===== src/rtl/wm_pkg.sv =====
// Shared washer definitions: phase/motor/mode encodings, actuator payload and the
// per-mode duration table used by the sequencer and billing.
package wm_pkg;

    localparam int unsigned REMAIN_W  = 10;
    localparam int unsigned PHASE_S_W = 8;

    typedef enum logic [2:0] {
        PH_IDLE  = 3'd0,
        PH_FILL  = 3'd1,
        PH_WASH  = 3'd2,
        PH_RINSE = 3'd3,
        PH_SPIN  = 3'd4,
        PH_DONE  = 3'd5
    } phase_t;

    typedef enum logic [1:0] {
        MOTOR_OFF  = 2'b00,
        MOTOR_SLOW = 2'b01,
        MOTOR_FAST = 2'b10
    } motor_t;

    typedef enum logic [1:0] {
        MODE_DRY    = 2'b00,
        MODE_SMALL  = 2'b01,
        MODE_MEDIUM = 2'b10,
        MODE_LARGE  = 2'b11
    } mode_t;

    typedef struct packed {
        logic   valve_in;
        logic   valve_out;
        motor_t motor;
    } act_t;

    // Seconds spent in phase p for mode m; non-run phases last zero seconds.
    function automatic logic [PHASE_S_W-1:0] phase_secs(mode_t m, phase_t p);
        logic [PHASE_S_W-1:0] s;
        s = '0;
        case (p)
            PH_FILL: case (m)
                MODE_SMALL:  s = 8'd10;
                MODE_MEDIUM: s = 8'd15;
                MODE_LARGE:  s = 8'd20;
                default:     s = 8'd0;
            endcase
            PH_WASH: case (m)
                MODE_SMALL:  s = 8'd60;
                MODE_MEDIUM: s = 8'd90;
                MODE_LARGE:  s = 8'd120;
                default:     s = 8'd0;
            endcase
            PH_RINSE: case (m)
                MODE_SMALL:  s = 8'd30;
                MODE_MEDIUM: s = 8'd45;
                MODE_LARGE:  s = 8'd60;
                default:     s = 8'd0;
            endcase
            PH_SPIN: case (m)
                MODE_DRY:    s = 8'd30;
                MODE_SMALL:  s = 8'd30;
                MODE_MEDIUM: s = 8'd40;
                default:     s = 8'd60;
            endcase
            default: s = '0;
        endcase
        return s;
    endfunction

    function automatic logic [REMAIN_W-1:0] total_secs(mode_t m);
        logic [REMAIN_W-1:0] t;
        case (m)
            MODE_DRY:    t = 10'd30;
            MODE_SMALL:  t = 10'd130;
            MODE_MEDIUM: t = 10'd190;
            default:     t = 10'd260;
        endcase
        return t;
    endfunction

    // First phase after p with a nonzero duration, or DONE when none remains.
    function automatic phase_t next_phase(mode_t m, phase_t p);
        phase_t n;
        n = PH_DONE;
        if (p == PH_IDLE && phase_secs(m, PH_FILL) != '0)
            n = PH_FILL;
        else if (p inside {PH_IDLE, PH_FILL} && phase_secs(m, PH_WASH) != '0)
            n = PH_WASH;
        else if (p inside {PH_IDLE, PH_FILL, PH_WASH} && phase_secs(m, PH_RINSE) != '0)
            n = PH_RINSE;
        else if (p inside {PH_IDLE, PH_FILL, PH_WASH, PH_RINSE} && phase_secs(m, PH_SPIN) != '0)
            n = PH_SPIN;
        return n;
    endfunction

    function automatic act_t phase_act(phase_t p, logic pause);
        act_t a;
        a = '0;
        case (p)
            PH_FILL:  a.valve_in = 1'b1;
            PH_WASH:  a.motor = MOTOR_SLOW;
            PH_RINSE: begin
                a.valve_in  = 1'b1;
                a.valve_out = 1'b1;
                a.motor     = MOTOR_SLOW;
            end
            PH_SPIN: begin
                a.valve_out = 1'b1;
                a.motor     = MOTOR_FAST;
            end
            default: a = '0;
        endcase
        if (pause)
            a.motor = MOTOR_OFF;
        return a;
    endfunction

endpackage


===== src/rtl/sec_tick.sv =====
// One-second prescaler: counts enabled cycles and flags the terminal count.
module sec_tick #(
    parameter int unsigned CYC_PER_SEC = 100_000_000
) (
    input  logic clk,
    input  logic rst,
    input  logic en,
    input  logic clr,
    output logic tick
);

    localparam int unsigned CW = (CYC_PER_SEC > 1) ? $clog2(CYC_PER_SEC) : 1;
    localparam logic [CW-1:0] TERM = CW'(CYC_PER_SEC - 1);

    logic [CW-1:0] cnt;

    assign tick = en && (cnt == TERM);

    // Holds while disabled so a paused second resumes where it left off.
    always_ff @(posedge clk or negedge rst) begin
        if (!rst)
            cnt <= '0;
        else if (clr)
            cnt <= '0;
        else if (en)
            cnt <= tick ? '0 : cnt + CW'(1);
    end

endmodule


===== src/rtl/wash_sequencer.sv =====
// Wash programme sequencer: FILL/WASH/RINSE/SPIN with per-mode second timers,
// valve/motor drive, pause/abort and a one-cycle completion pulse.
module wash_sequencer
    import wm_pkg::*;
#(
    parameter int unsigned CYC_PER_SEC = 100_000_000
) (
    input  logic                 clk,
    input  logic                 rst,
    input  logic                 start,
    input  logic [1:0]           mode,
    input  logic                 pause,
    input  logic                 abort,
    output logic                 busy,
    output logic [2:0]           phase,
    output logic [REMAIN_W-1:0]  remain_s,
    output logic [PHASE_S_W-1:0] phase_s,
    output logic                 valve_in,
    output logic                 valve_out,
    output logic [1:0]           motor,
    output logic                 done
);

    phase_t state;
    mode_t  mode_q;
    act_t   act_q;
    logic   run_c;
    logic   tick;
    phase_t first_c;
    phase_t next_c;

    assign run_c   = state inside {PH_FILL, PH_WASH, PH_RINSE, PH_SPIN};
    assign first_c = next_phase(mode_t'(mode), PH_IDLE);
    assign next_c  = next_phase(mode_q, state);

    sec_tick #(.CYC_PER_SEC(CYC_PER_SEC)) u_sec_tick (
        .clk  (clk),
        .rst  (rst),
        .en   (run_c && !pause),
        .clr  (state == PH_IDLE),
        .tick (tick)
    );

    assign phase     = state;
    assign valve_in  = act_q.valve_in;
    assign valve_out = act_q.valve_out;
    assign motor     = act_q.motor;

    always_ff @(posedge clk or negedge rst) begin
        if (!rst) begin
            state    <= PH_IDLE;
            mode_q   <= MODE_DRY;
            act_q    <= '0;
            busy     <= 1'b0;
            remain_s <= '0;
            phase_s  <= '0;
            done     <= 1'b0;
        end else begin
            done <= 1'b0;
            case (state)
                PH_IDLE: begin
                    if (start) begin
                        mode_q   <= mode_t'(mode);
                        state    <= first_c;
                        busy     <= 1'b1;
                        remain_s <= total_secs(mode_t'(mode));
                        phase_s  <= phase_secs(mode_t'(mode), first_c);
                        act_q    <= phase_act(first_c, pause);
                    end
                end
                PH_FILL, PH_WASH, PH_RINSE, PH_SPIN: begin
                    if (abort) begin
                        state    <= PH_IDLE;
                        busy     <= 1'b0;
                        remain_s <= '0;
                        phase_s  <= '0;
                        act_q    <= '0;
                    end else if (tick && phase_s == PHASE_S_W'(1)) begin
                        // Last second of this phase: jump past any zero-length phases.
                        state    <= next_c;
                        phase_s  <= phase_secs(mode_q, next_c);
                        act_q    <= phase_act(next_c, pause);
                        remain_s <= (next_c == PH_DONE || remain_s == '0) ? '0
                                                                         : remain_s - REMAIN_W'(1);
                        done     <= (next_c == PH_DONE);
                    end else begin
                        if (tick) begin
                            phase_s  <= phase_s - PHASE_S_W'(1);
                            remain_s <= (remain_s == '0) ? '0 : remain_s - REMAIN_W'(1);
                        end
                        act_q <= phase_act(state, pause);
                    end
                end
                PH_DONE: begin
                    state    <= PH_IDLE;
                    busy     <= 1'b0;
                    remain_s <= '0;
                    phase_s  <= '0;
                    act_q    <= '0;
                end
                default: begin
                    state    <= PH_IDLE;
                    busy     <= 1'b0;
                    remain_s <= '0;
                    phase_s  <= '0;
                    act_q    <= '0;
                end
            endcase
        end
    end

endmodule


===== config.mk =====
export PLATFORM = sky130hd
export DESIGN_NAME = wash_sequencer
export DESIGN_NICKNAME = d
export VERILOG_FILES = /design/src/rtl/wm_pkg.sv /design/src/rtl/sec_tick.sv /design/src/rtl/wash_sequencer.sv
export SDC_FILE = /design/constraint.sdc
export NUM_CORES = 1
export LEC_CHECK = 0
export BUFFER_PORTS_ARGS = -buffer_cell sky130_fd_sc_hd__buf_2
export CAP_MARGIN = 20
export CORE_MARGIN = 10
export CORE_UTILIZATION = 43
export DETAILED_ROUTE_END_ITERATION = 7
export PLACE_DENSITY = 0.65
export SLEW_MARGIN = 20
export SYNTH_ARGS = -nofsm -noshare
export SYNTH_HDL_FRONTEND = slang
export SYNTH_SLANG_ARGS = --single-unit

===== constraint.sdc =====
create_clock -name clk -period 2.45 [get_ports clk]
set_clock_uncertainty 0.05 [all_clocks]
set_input_delay 0.1225 -clock clk [delete_from_list [all_inputs] [get_ports clk]]
set_output_delay 0.1225 -clock clk [all_outputs]
set_load 0.05 [all_outputs]

==> results.py <==
metrics = {
    "outcome": {
        "status": "finished clean",
    },
    "power": {
        "p_per_area_mw_per_mm2": 1026,
        "p_leak_nw": 1.964,
        "ir_worst_vdd_mv": 0.7049,
    },
    "drt": {
        "wire_per_inst_um": 16.89,
        "drtIter0Drc": 192,
        "drtAntennaViolNets": 0,
        "routed_via_density": 5.716,
        "wl_um": 10000,
        "vias": 3384,
        "drt_pre_antenna_iters": 5,
        "drc": 0,
    },
    "synth": {
        "synth_largest_area_cell": "dfrtp_1",
        "yosysSeqAreaShare": 0.3879,
        "netlist_instances": 423,
        "yosys-top-cells-area": "dfrtp_1 39%, xor2_1 5.6%, ha_1 5.5%",
        "synth_top_family_by_area": "simple AND/OR/NAND/NOR gates",
        "syn-cell-area_mm2": 0.003612,
        "synthMuxAreaShare": 0.02598,
        "syn_nets": 446,
        "synth_edf_count": 0,
        "synth_compound_area_frac": 0.1884,
        "synth_warnings": 0,
        "yosysUniqueCellTypes": 58,
        "synth_seq_cells": 56,
        "synthSimpleGateAreaFrac": 0.2290,
        "async_flop_share": 1.000,
        "yosys_most_used_dff": "dfrtp_1",
        "synth_xor_area_frac": 0.06547,
        "yosysTopAreaCellShare": 0.3879,
        "syn_area_per_cell_um2": 8.540,
        "synthAdderAreaFrac": 0.05819,
    },
    "timing": {
        "tightest_slew_ns": 0.5739,
        "hold_violations": 0,
        "whs_ns": 0.1024,
        "slew_headroom": 0.6174,
        "post-route-min-period_ns": 2.369,
        "post-route-period-util": 0.9671,
        "maxSlewViolCount": 0,
        "max_freq_mhz": 422.0,
        "setup_viol": 0,
    },
    "grt": {
        "antenna_found_initial": 0,
        "grt_pass1_vias": 3243,
        "grt_max_degree": 34,
        "grt_usage": 0.1544,
        "grt.overflow.total": 0,
        "grt_pass1_wl_um": 16430,
    },
    "critical_path": {
        "critPathRequiredTime_ns": 2.61,
        "crit_arrival_ns": 2.53,
        "path_delay_family": "simple AND/OR/NAND/NOR gates",
        "critical-path-slowest-cell": "dfrtp_2",
        "path_cells": "inv_2 -> ha_4 -> or3b_4 -> a2111oi_4 -> and4_4 -> a21oi_4 -> nor2b_1 -> a32o_1",
        "slowest_delay_ns": 0.43,
        "path_class": "register to register",
        "critPathLaunchType": "register",
        "crit_fanout": 12,
        "cp_num_buf_inv": 1,
        "end_kind": "register",
    },
    "finish": {
        "area_growth_syn_to_layout_pct": 20.16,
        "multiInputGateArea_mm2": 0.002108,
        "drive_above_1_share": 0.2259,
        "layout_commonest_cell": "nor2_1",
        "layout_common_cells": "51 x nor2_1, 50 x dfrtp_1, 39 x buf_4, 37 x nand2_1, 33 x buf_2",
        "nets": 509,
        "nFillCells": 787,
        "regArea_mm2": 0.001409,
        "diodes": 0,
        "instances_no_fill": 592,
        "final_area_mm2": 0.004340,
    },
    "clock_network": {
        "cts_tree": "built",
        "cts_root_buffer": "clkbuf_8",
        "clock_latency_ns": 0.32,
        "clk_pin_slew_worst_paths_ns": 0.10,
        "h-tree-depth": 2,
        "cts_buffers": 5,
        "cts_buffer_depth": 2,
        "cts.sinks": 56,
    },
    "placed_design": {
        "gp_congestion": 0.9547,
        "place_inst": 580,
        "io_buffers": 33,
        "placed_cell_area_mm2": 0.004160,
        "hpwl_um": 7439,
    },
    "flow_run": {
        "drv_cap": 0,
    },
    "floorplan": {
        "io_pins": 34,
        "rows": 33,
        "die_y_um": 111.7,
        "die_w_um": 111.7,
        "die-area_mm2": 0.01247,
        "core-area_mm2": 0.008175,
        "initial_core_util": 0.4418,
    },
    "worst_hold_path": {
        "worstHoldPathType": "input port to register",
    },
}
==> synthesized netlist by cell type (8+ instances only) <==
cell and count:
dfrtp_1 56, nor2_1 51, nand2_1 38, o21ai_0 30, a21oi_1 24, nand3_1 23
xor2_1 23, inv_1 18, ha_1 16, nor3_1 13, clkbuf_1 10, and3_1 8
nand4_1 8
==> flip-flops by register name (all words and copies together) (netlist names) <==
signal	count
u_sec_tick.cnt	27
phase	3
valve_out	1
done	1
mode_q	2
busy	1
motor	2
remain_s	10
valve_in	1
phase_s	8
==> cell families after synthesis <==
| kind of cell | after synthesis |
|---|---|
| AOI/OAI and AO/OA | 105 |
| adders and majority gates | 17 |
| buffers and inverters | 39 |
| and+or+nand+nor | 170 |
| muxes | 9 |
| DFF | 56 |
| xor gates and xnor gates | 27 |
==> area by class of cell <==
type / instances / share of cell area
clock buffer: 7 / 0.01989
clock inverter: 1 / 0.001730
inverter: 18 / 0.01557
multi-input combinational: 328 / 0.4857
sequential: 56 / 0.3246
tap: 105 / 0.03027
timing repair buffer: 77 / 0.1222
==> worst paths after layout <==
kind | to | depth (start not counted) | from | slack [ns]
setup / recovery | remain_s[9] | 8 | phase_s[1] | 0.08
hold / removal | done | 2 | abort | 0.10
setup reg to reg | remain_s[9] | 8 | phase_s[1] | 0.08
hold reg to reg | motor[0] | 2 | motor[0] | 0.45
max in group asynchronous | phase_s[3] | 3 | rst | 1.48
min in group asynchronous | u_sec_tick.cnt[13] | 2 | rst | 0.27
==> where the power goes <==
group / total [mW] / switching, mW / internal, mW / leakage (nW)
Sequential: 1.24 / 0.146 / 1.09 / 0.749
Combinational: 2.67 / 1.74 / 0.932 / 1.17
Clock: 0.550 / 0.319 / 0.231 / 0.0445
Total: 4.46 / 2.20 / 2.25 / 1.96
==> timing repair <==
item / in CTS / in global routing
hold endpoints to repair: 23 / 0
pin swaps: 0 / 3
hold buffers: 1 / 0
resized for setup: 2 / 13
endpoints found under the setup margin: 2 / 20
buffers inserted: 0 / 3
==> through the flow <==
step / setup WS (ns) / TNS, ns / utilization / total power, mW
final: 0.08051 / 0 / 0.5309 / 4.455
after global routing: -0.003945 / -0.003945 / 0.5309 / 4.739
after CTS: 0.0001423 / 0 / 0.5225 / 4.410
after detailed placement: -0.01740 / -0.01740 / 0.5089 / 3.856
after global placement: 0.04765 / 0 / 0.5089 / 3.822
after floorplan: -0.1239 / -0.5479 / - / 3.020
==> worst reg2reg max path, delay by kind of cell (launching register included) <==
kind | cells | cell delay [ns]
simple gates | 3 | 0.90
compound gates | 3 | 0.71
flops | 1 | 0.43
fa+ha+maj | 1 | 0.11
buf+inv | 1 | 0.08
==> per-layer routing <==
metal	part of all wire	wire length, um	vias to the layer above	GRT usage
li1	-	-	1637	-
met1	0.47	4740	1648	0.2138
met2	0.46	4556	91	0.2366
met3	0.059	595	8	0.02576
met4	0.011	108	0	0.05227
met5	0	0	-	0
No activity file was read; power rests on OpenSTA's default activity.
